### src/rtl/fetch_unit.sv
// Instruction fetch stage: PC ownership, single-outstanding imem requests,
// 2-entry skid FIFO toward decode, redirect with stale-response drain.
module fetch_unit #(
    parameter int              PC_W     = 8,
    parameter int              INST_W   = 16,
    parameter logic [PC_W-1:0] RESET_PC = '0
) (
    input  logic              clk,
    input  logic              rst_n,
    input  logic              fetch_en,
    output logic              imem_req,
    output logic [PC_W-1:0]   imem_addr,
    input  logic              imem_rvalid,
    input  logic [INST_W-1:0] imem_rdata,
    output logic              if_valid,
    output logic [INST_W-1:0] if_inst,
    output logic [PC_W-1:0]   if_pc,
    output logic [PC_W-1:0]   if_pc_plus1,
    input  logic              id_ready,
    input  logic              redirect,
    input  logic [PC_W-1:0]   redirect_pc
);

    typedef enum logic {
        S_RUN,
        S_DRAIN
    } state_t;

    state_t            r_state;
    state_t            w_state_nxt;
    logic [PC_W-1:0]   r_pc;
    logic [PC_W-1:0]   r_req_addr;
    logic              r_outst;
    logic              w_outst_nxt;
    logic [1:0]        r_count;
    logic [1:0]        w_count_nxt;
    logic [INST_W-1:0] r_inst0;
    logic [INST_W-1:0] r_inst1;
    logic [PC_W-1:0]   r_pc0;
    logic [PC_W-1:0]   r_pc1;
    logic [PC_W-1:0]   r_pcp0;
    logic [PC_W-1:0]   r_pcp1;
    logic              w_pop;
    logic              w_push;
    logic              w_issue;
    logic [PC_W-1:0]   w_rsp_plus1;

    assign w_pop  = (r_count != 2'd0) & id_ready & ~redirect;
    assign w_push = imem_rvalid & r_outst & (r_state == S_RUN) & ~redirect;

    assign w_count_nxt = r_count + {1'b0, w_push} - {1'b0, w_pop};
    assign w_rsp_plus1 = r_req_addr + 1'b1;

    // Issue only if the response is guaranteed a FIFO slot after this cycle's traffic
    assign w_issue = rst_n & fetch_en & ~redirect & (r_state == S_RUN)
                   & (~r_outst | imem_rvalid) & (w_count_nxt <= 2'd1);

    assign imem_req    = w_issue;
    assign imem_addr   = w_issue ? r_pc : '0;
    assign if_valid    = (r_count != 2'd0);
    assign if_inst     = r_inst0;
    assign if_pc       = r_pc0;
    assign if_pc_plus1 = r_pcp0;

    always_comb begin
        w_state_nxt = r_state;
        w_outst_nxt = r_outst;
        unique case (r_state)
            S_RUN: begin
                if (redirect) begin
                    if (r_outst & ~imem_rvalid) begin
                        w_state_nxt = S_DRAIN;
                    end else begin
                        w_outst_nxt = 1'b0;
                    end
                end else if (w_issue) begin
                    w_outst_nxt = 1'b1;
                end else if (imem_rvalid) begin
                    w_outst_nxt = 1'b0;
                end
            end
            S_DRAIN: begin
                if (imem_rvalid) begin
                    w_state_nxt = S_RUN;
                    w_outst_nxt = 1'b0;
                end
            end
            default: begin
                w_state_nxt = S_RUN;
                w_outst_nxt = 1'b0;
            end
        endcase
    end

    always_ff @(posedge clk) begin
        if (!rst_n) begin
            r_state    <= S_RUN;
            r_outst    <= 1'b0;
            r_pc       <= RESET_PC;
            r_req_addr <= '0;
        end else begin
            r_state <= w_state_nxt;
            r_outst <= w_outst_nxt;
            if (redirect) begin
                r_pc <= redirect_pc;
            end else if (w_issue) begin
                r_pc <= r_pc + 1'b1;
            end
            if (w_issue) begin
                r_req_addr <= r_pc;
            end
        end
    end

    // Slot 0 is the head; a push lands in slot (count - pop)
    always_ff @(posedge clk) begin
        if (!rst_n) begin
            r_count <= 2'd0;
            r_inst0 <= '0;
            r_inst1 <= '0;
            r_pc0   <= '0;
            r_pc1   <= '0;
            r_pcp0  <= '0;
            r_pcp1  <= '0;
        end else if (redirect) begin
            r_count <= 2'd0;
        end else begin
            r_count <= w_count_nxt;
            if (w_pop) begin
                r_inst0 <= r_inst1;
                r_pc0   <= r_pc1;
                r_pcp0  <= r_pcp1;
            end
            if (w_push) begin
                if (w_count_nxt == 2'd1) begin
                    r_inst0 <= imem_rdata;
                    r_pc0   <= r_req_addr;
                    r_pcp0  <= w_rsp_plus1;
                end else begin
                    r_inst1 <= imem_rdata;
                    r_pc1   <= r_req_addr;
                    r_pcp1  <= w_rsp_plus1;
                end
            end
        end
    end

endmodule

### config.mk
export PLATFORM = sky130hd
export DESIGN_NAME = fetch_unit
export DESIGN_NICKNAME = d
export VERILOG_FILES = /design/src/rtl/fetch_unit.sv
export SDC_FILE = /design/constraint.sdc
export NUM_CORES = 1
export LEC_CHECK = 0
export CORE_MARGIN = 2
export CORE_UTILIZATION = 50
export CTS_CLUSTER_DIAMETER = 200
export CTS_CLUSTER_SIZE = 8
export DETAILED_ROUTE_END_ITERATION = 8
export HOLD_SLACK_MARGIN = 0.02
export PLACE_DENSITY = 0.77
export SYNTH_ARGS = -nofsm -noshare
export SYNTH_HDL_FRONTEND = slang
export SYNTH_SLANG_ARGS = --single-unit
### constraint.sdc
create_clock -name clk -period 4.4 [get_ports clk]
set_clock_uncertainty 0.15 [all_clocks]
set_input_delay 0.88 -clock clk [delete_from_list [all_inputs] [get_ports clk]]
set_output_delay 0.88 -clock clk [all_outputs]
set_load 0.02 [all_outputs]
After elaboration in Yosys (flattened, before gate mapping)
Cells that the tools add are included.

operators by class
  add/subtract/negate cells = 4
  $mul = 0
  divide/modulo/power cells = 0
  $lt $le $gt $ge = 1
  equality and inequality tests = 2
  shift operators = 0
  multiplexer cells = 21
  bitwise operators = 18
  reductions and logical operators = 4

operator list
  operator                                                                           number
  8-bit two-way mux                                                                  9
  16-bit two-way mux                                                                 3
  8-bit by 1-bit adder with 8-bit output (second input constant)                     2
  1-bit AND                                                                          11
  1-bit two-way mux                                                                  7
  1-bit inverter                                                                     6
  1-bit case mux with 2 select lines                                                 2
  2-bit nonzero test                                                                 2
  3-bit != test (second input constant)                                              1
  3-bit AND reduction                                                                1
  2-bit by 1-bit adder with 2-bit output                                             1
  2-bit by 1-bit equality test with 1-bit output (second input constant)             1
  2-bit by 1-bit less-or-equal comparator with 1-bit output (second input constant)  1
  2-bit OR reduction                                                                 1
  2-bit by 1-bit subtractor with 2-bit output                                        1
  1-bit OR                                                                           1

word-level totals
  register bits = 84
  latch bits = 0
  memory bits (writable) = 0
  bits in read-only memories = 0
  input port bits = 30
  logic and storage cells = 61
  memories = 0

Longest topological paths before layout
  depth in word-level cells = 10
  depth in mapped cells = 14
  mapped depth without buffers = 11

Least setup slack after synthesis
No wires, ideal clock.

  path kind = input -> output
  from = in redirect
  to = out imem_addr[0]
  arrival = 3.332 ns
  required time = 3.370 ns
  slack = 0.038 ns
  stages on the path = 13
  buffers on the path = 4
  cells stage by stage = buf_2 -> nor2b_1 -> nand2_1 -> inv_1 -> clkbuf_1 -> ha_1 -> inv_1 -> ha_1 -> xor3_1 -> nor4_1 -> buf_4 -> buf_4 -> and2_1

on the way
  word-level cells in the longest chain between the ends = 7
  elaborated cells on any way between the ends = 11

RTL lines
  element                                                    RTL line  source
  start: declaration                                         20        input logic redirect,
  1-bit inverter (no source line) (*)                        --
  1-bit AND                                                  49        assign w_push = imem_rvalid & r_outst & (r_state == S_RUN) & ~redirect;
  2-bit by 1-bit adder with 2-bit output                     51        assign w_count_nxt = r_count + {1'b0, w_push} - {1'b0, w_pop};
  2-bit by 1-bit subtractor with 2-bit output                51
  2-bit by 1-bit less-or-equal comparator with 1-bit output  56        & (~r_outst | imem_rvalid) & (w_count_nxt <= 2'd1);
  1-bit AND (*)                                              56
  net imem_req                                               11        output logic imem_req,
  8-bit two-way mux (*)                                      59        assign imem_addr = w_issue ? r_pc : '0;
  end: declaration                                           12        output logic [PC_W-1:0] imem_addr,

Mark *: on every way through the listed nets, which the timed path passes. The rest lies on a longest branch.

Final worst setup path
  from = in redirect
  to = out imem_addr[6]

on the way
  word-level cells in the longest chain between the ends = 7
  elaborated cells on any way between the ends = 11

RTL lines
  element                                                    RTL line
  1-bit inverter (no source line) (*)                        --
  1-bit AND                                                  49
  2-bit by 1-bit adder with 2-bit output                     51
  2-bit by 1-bit subtractor with 2-bit output                51
  2-bit by 1-bit less-or-equal comparator with 1-bit output  56
  1-bit AND (*)                                              56
  8-bit two-way mux (*)                                      59

Mark *: on every way between the ends. The rest lies on a longest branch, timed or not.

==> run metrics <==
outcome=finished clean; first-pass GRT wire length=15.7 mm; top-count cell post-synth=nand2_1; CTS tree=built; slew of the pin with the lowest slew margin=1.05 ns; initial antenna violation count=0; endpoint class of the critical path=output pin; synth unique cells=40; Startpoint Class=primary input; EDFF count, synth=0; Die Y-Extent=90.4 um; clk root buf=clkbuf_8; layout cells sized above 1=12.4%; Slew HR=30.2%; final hold violations=0; residual antenna-violating net count after detailed routing=0; fin crit share=96.6%; CP Cell Sequence=clkdlybuf4s50_1, buf_6, nor2b_2, nand2_1, inv_1, ha_1, inv_1, ha_2, xor3_2, nor4_4, buf_4, and2_1, buf_4; CTS Buf Count=9; top cells by area, synth=dfxtp_1 (45%), nand2_1 (8.8%), nand3_1 (4.8%); CTS H-tree depth=3; required time worst endpoint=3.37 ns; DRT iter0 DRCs=256; Top delay family on crit path=buffers and inverters; maxcap violations=0; design area=0.00475 mm^2; First-pass DRT Iterations=6; crit path DAT=3.22 ns; Port Buffers=71; clk buf depth=2; Post-synth top cells=nand2_1 (87), dfxtp_1 (84), nor2_1 (48); FFs w/ async S/R, synth=0%; die area=0.00817 mm^2; P_leak=1.65 nW; GRT Resource Usage Total=23.3%; RSZ-0062 raised after global routing=false; sum of buffers and inverters on the critical path=6; placed cell area=0.00452 mm^2; FP Rows=31; Primary FF master, synth=dfxtp_1; WS Path Type=in2out; Placed Cells=603; Syn Inst Count=453; Slowest-stage cell, CP=clkdlybuf4s50_1; Synth area leader=dfxtp_1; area share of the largest cell type after synthesis=45.1%; CP max stage delay=0.47 ns; Final Wtd Congestion=0.851; TNS Setup=0 ns; Syn Nets=487; Slew Limit Fails=0; Floorplan Core Area=0.00725 mm^2; Max FO, Critical Path=8; peak supply drop=0.162 mV; Vias/cell=5.64; Finished Layout Cells=625; Diodes inserted=0; vias in the first global route=3245; routed len/inst=15.4 um; HP Class=reg2reg; # setup viols final=0; Residual DRC=0; routed wire length=9.61 mm; Peak Freq=235 MHz; clock slew at reported path FFs=0.09 ns; Area Overhead vs Synth=27.3%; Layout Nets=555; Sinks on Clock Net=84; Starting Density=51.4%; overflow left after global routing=0; Seq/Total Area, Yosys=45.1%; synthesized area=0.00373 mm^2; largest net degree at the start of global routing=61; Chip Width=90.4 um; syn avg cell area=8.23 um^2; vias=3527; Final min period=4.25 ns; Synth Register Bits=84; PwrDens=296 mW/mm^2; final hold slack=0.308 ns; Yosys warning total=0; Detail Placement HPWL=6.03 mm; clk_lat worst skew=0.35 ns; IO Count=72
## layout by cell type (no fill, tap or decap), types with 2 or more instances in the layout
| master | n |
|---|---|
| buf_6 | 3 |
| o31ai_1 | 4 |
| nor2_1 | 48 |
| xor2_1 | 3 |
| inv_1 | 6 |
| dfxtp_1 | 84 |
| mux2i_1 | 9 |
| o21ai_0 | 10 |
| nor4_1 | 2 |
| a311oi_2 | 7 |
| inv_8 | 2 |
| nand2b_1 | 4 |
| clkinvlp_4 | 2 |
| nor2b_1 | 2 |
| a21oi_1 | 32 |
| a31oi_1 | 15 |
| ha_1 | 3 |
| a211oi_1 | 4 |
| nand4_1 | 5 |
| xnor2_1 | 5 |
| nor3_1 | 12 |
| clkdlybuf4s50_1 | 62 |
| nand2_1 | 87 |
| and2_1 | 8 |
| or4_1 | 3 |
| nand3_1 | 36 |
| o21a_1 | 4 |
| a311oi_1 | 9 |
| buf_4 | 25 |
| clkbuf_8 | 9 |
## kinds of logic (layout without fill, tap and decap cells)
logic type / Yosys count / in the layout / share of synthesized area (%)
mux: 9 / 9 / 2.42
simple gates: 216 / 216 / 26.6
xor+xnor: 10 / 10 / 3.15
buf+inv: 42 / 115 / 5.10
compound gates: 88 / 88 / 16.3
fa+ha+maj: 4 / 4 / 1.34
flops: 84 / 84 / 45.1
## where the power goes
part | internal, mW | total, mW | switching (mW)
combinational | 0.0512 | 0.104 | 0.0528
sequential | 0.770 | 0.786 | 0.0157
clock | 0.215 | 0.515 | 0.301
total | 1.04 | 1.41 | 0.369
## cell type report
cell class	count	area, um^2
Clock inverter	7	60.1
Inverter	7	26.3
Multi-Input combinational cell	327	1880
Clock buffer	9	124
Timing Repair Buffer	92	852
Tap cell	99	124
Sequential cell	84	1680
Fill cell	628	2500
## timing repair
action / CTS / global route
hold buffers: 0 / 0
gates cloned: 0 / 1
buffers inserted: 0 / 5
pin swaps: 0 / 2
setup endpoints to repair: 9 / 9
gates resized for setup: 25 / 27
## worst min-delay path, stage by stage, from the launching register on
cell and delay [ns]:
dfxtp_1 0.32, nand2_1 0.05, a21oi_1 0.05
## flip-flops by register name, summed over array words and instances (netlist names)
register and cells:
if_inst 16, r_inst1 16, if_pc 8, if_pc_plus1 8, r_pc1 8, r_pc 8
r_pcp1 8, r_req_addr 8, r_count 2, r_outst 1, r_state 1
## metrics by stage
stage / setup slack [ns] / util [%] / power [mW]
2_1_floorplan: 0.0378 / - / 0.848
3_3_place_gp: -0.255 / 62.3 / 0.898
3_5_place_dp: -0.340 / 62.3 / 0.901
4_1_cts: 0.0110 / 65.0 / 1.41
5_1_grt: 0.00841 / 65.5 / 1.46
6_report: 0.149 / 65.5 / 1.41
## routing by layer
layer | up-vias | global-route usage, % | share of wire, %
met5 | - | 0 | 0
met2 | 110 | 38.4 | 50
met1 | 1698 | 30.3 | 44
met4 | 0 | 8.59 | 1.0
met3 | 12 | 4.84 | 5.1
li1 | 1707 | - | -
## final timing paths
kind / from / end / slack (ns) / cells after the start
worst max-delay path: redirect / imem_addr[6] / 0.15 / 13
worst min-delay path: r_pc1[1] / r_pc1[1] / 0.31 / 2
worst max register to register: r_count[1] / if_inst[3] / 1.00 / 13
worst min register to register: r_pc1[1] / r_pc1[1] / 0.31 / 2
No activity file was read; power rests on OpenSTA's default activity.
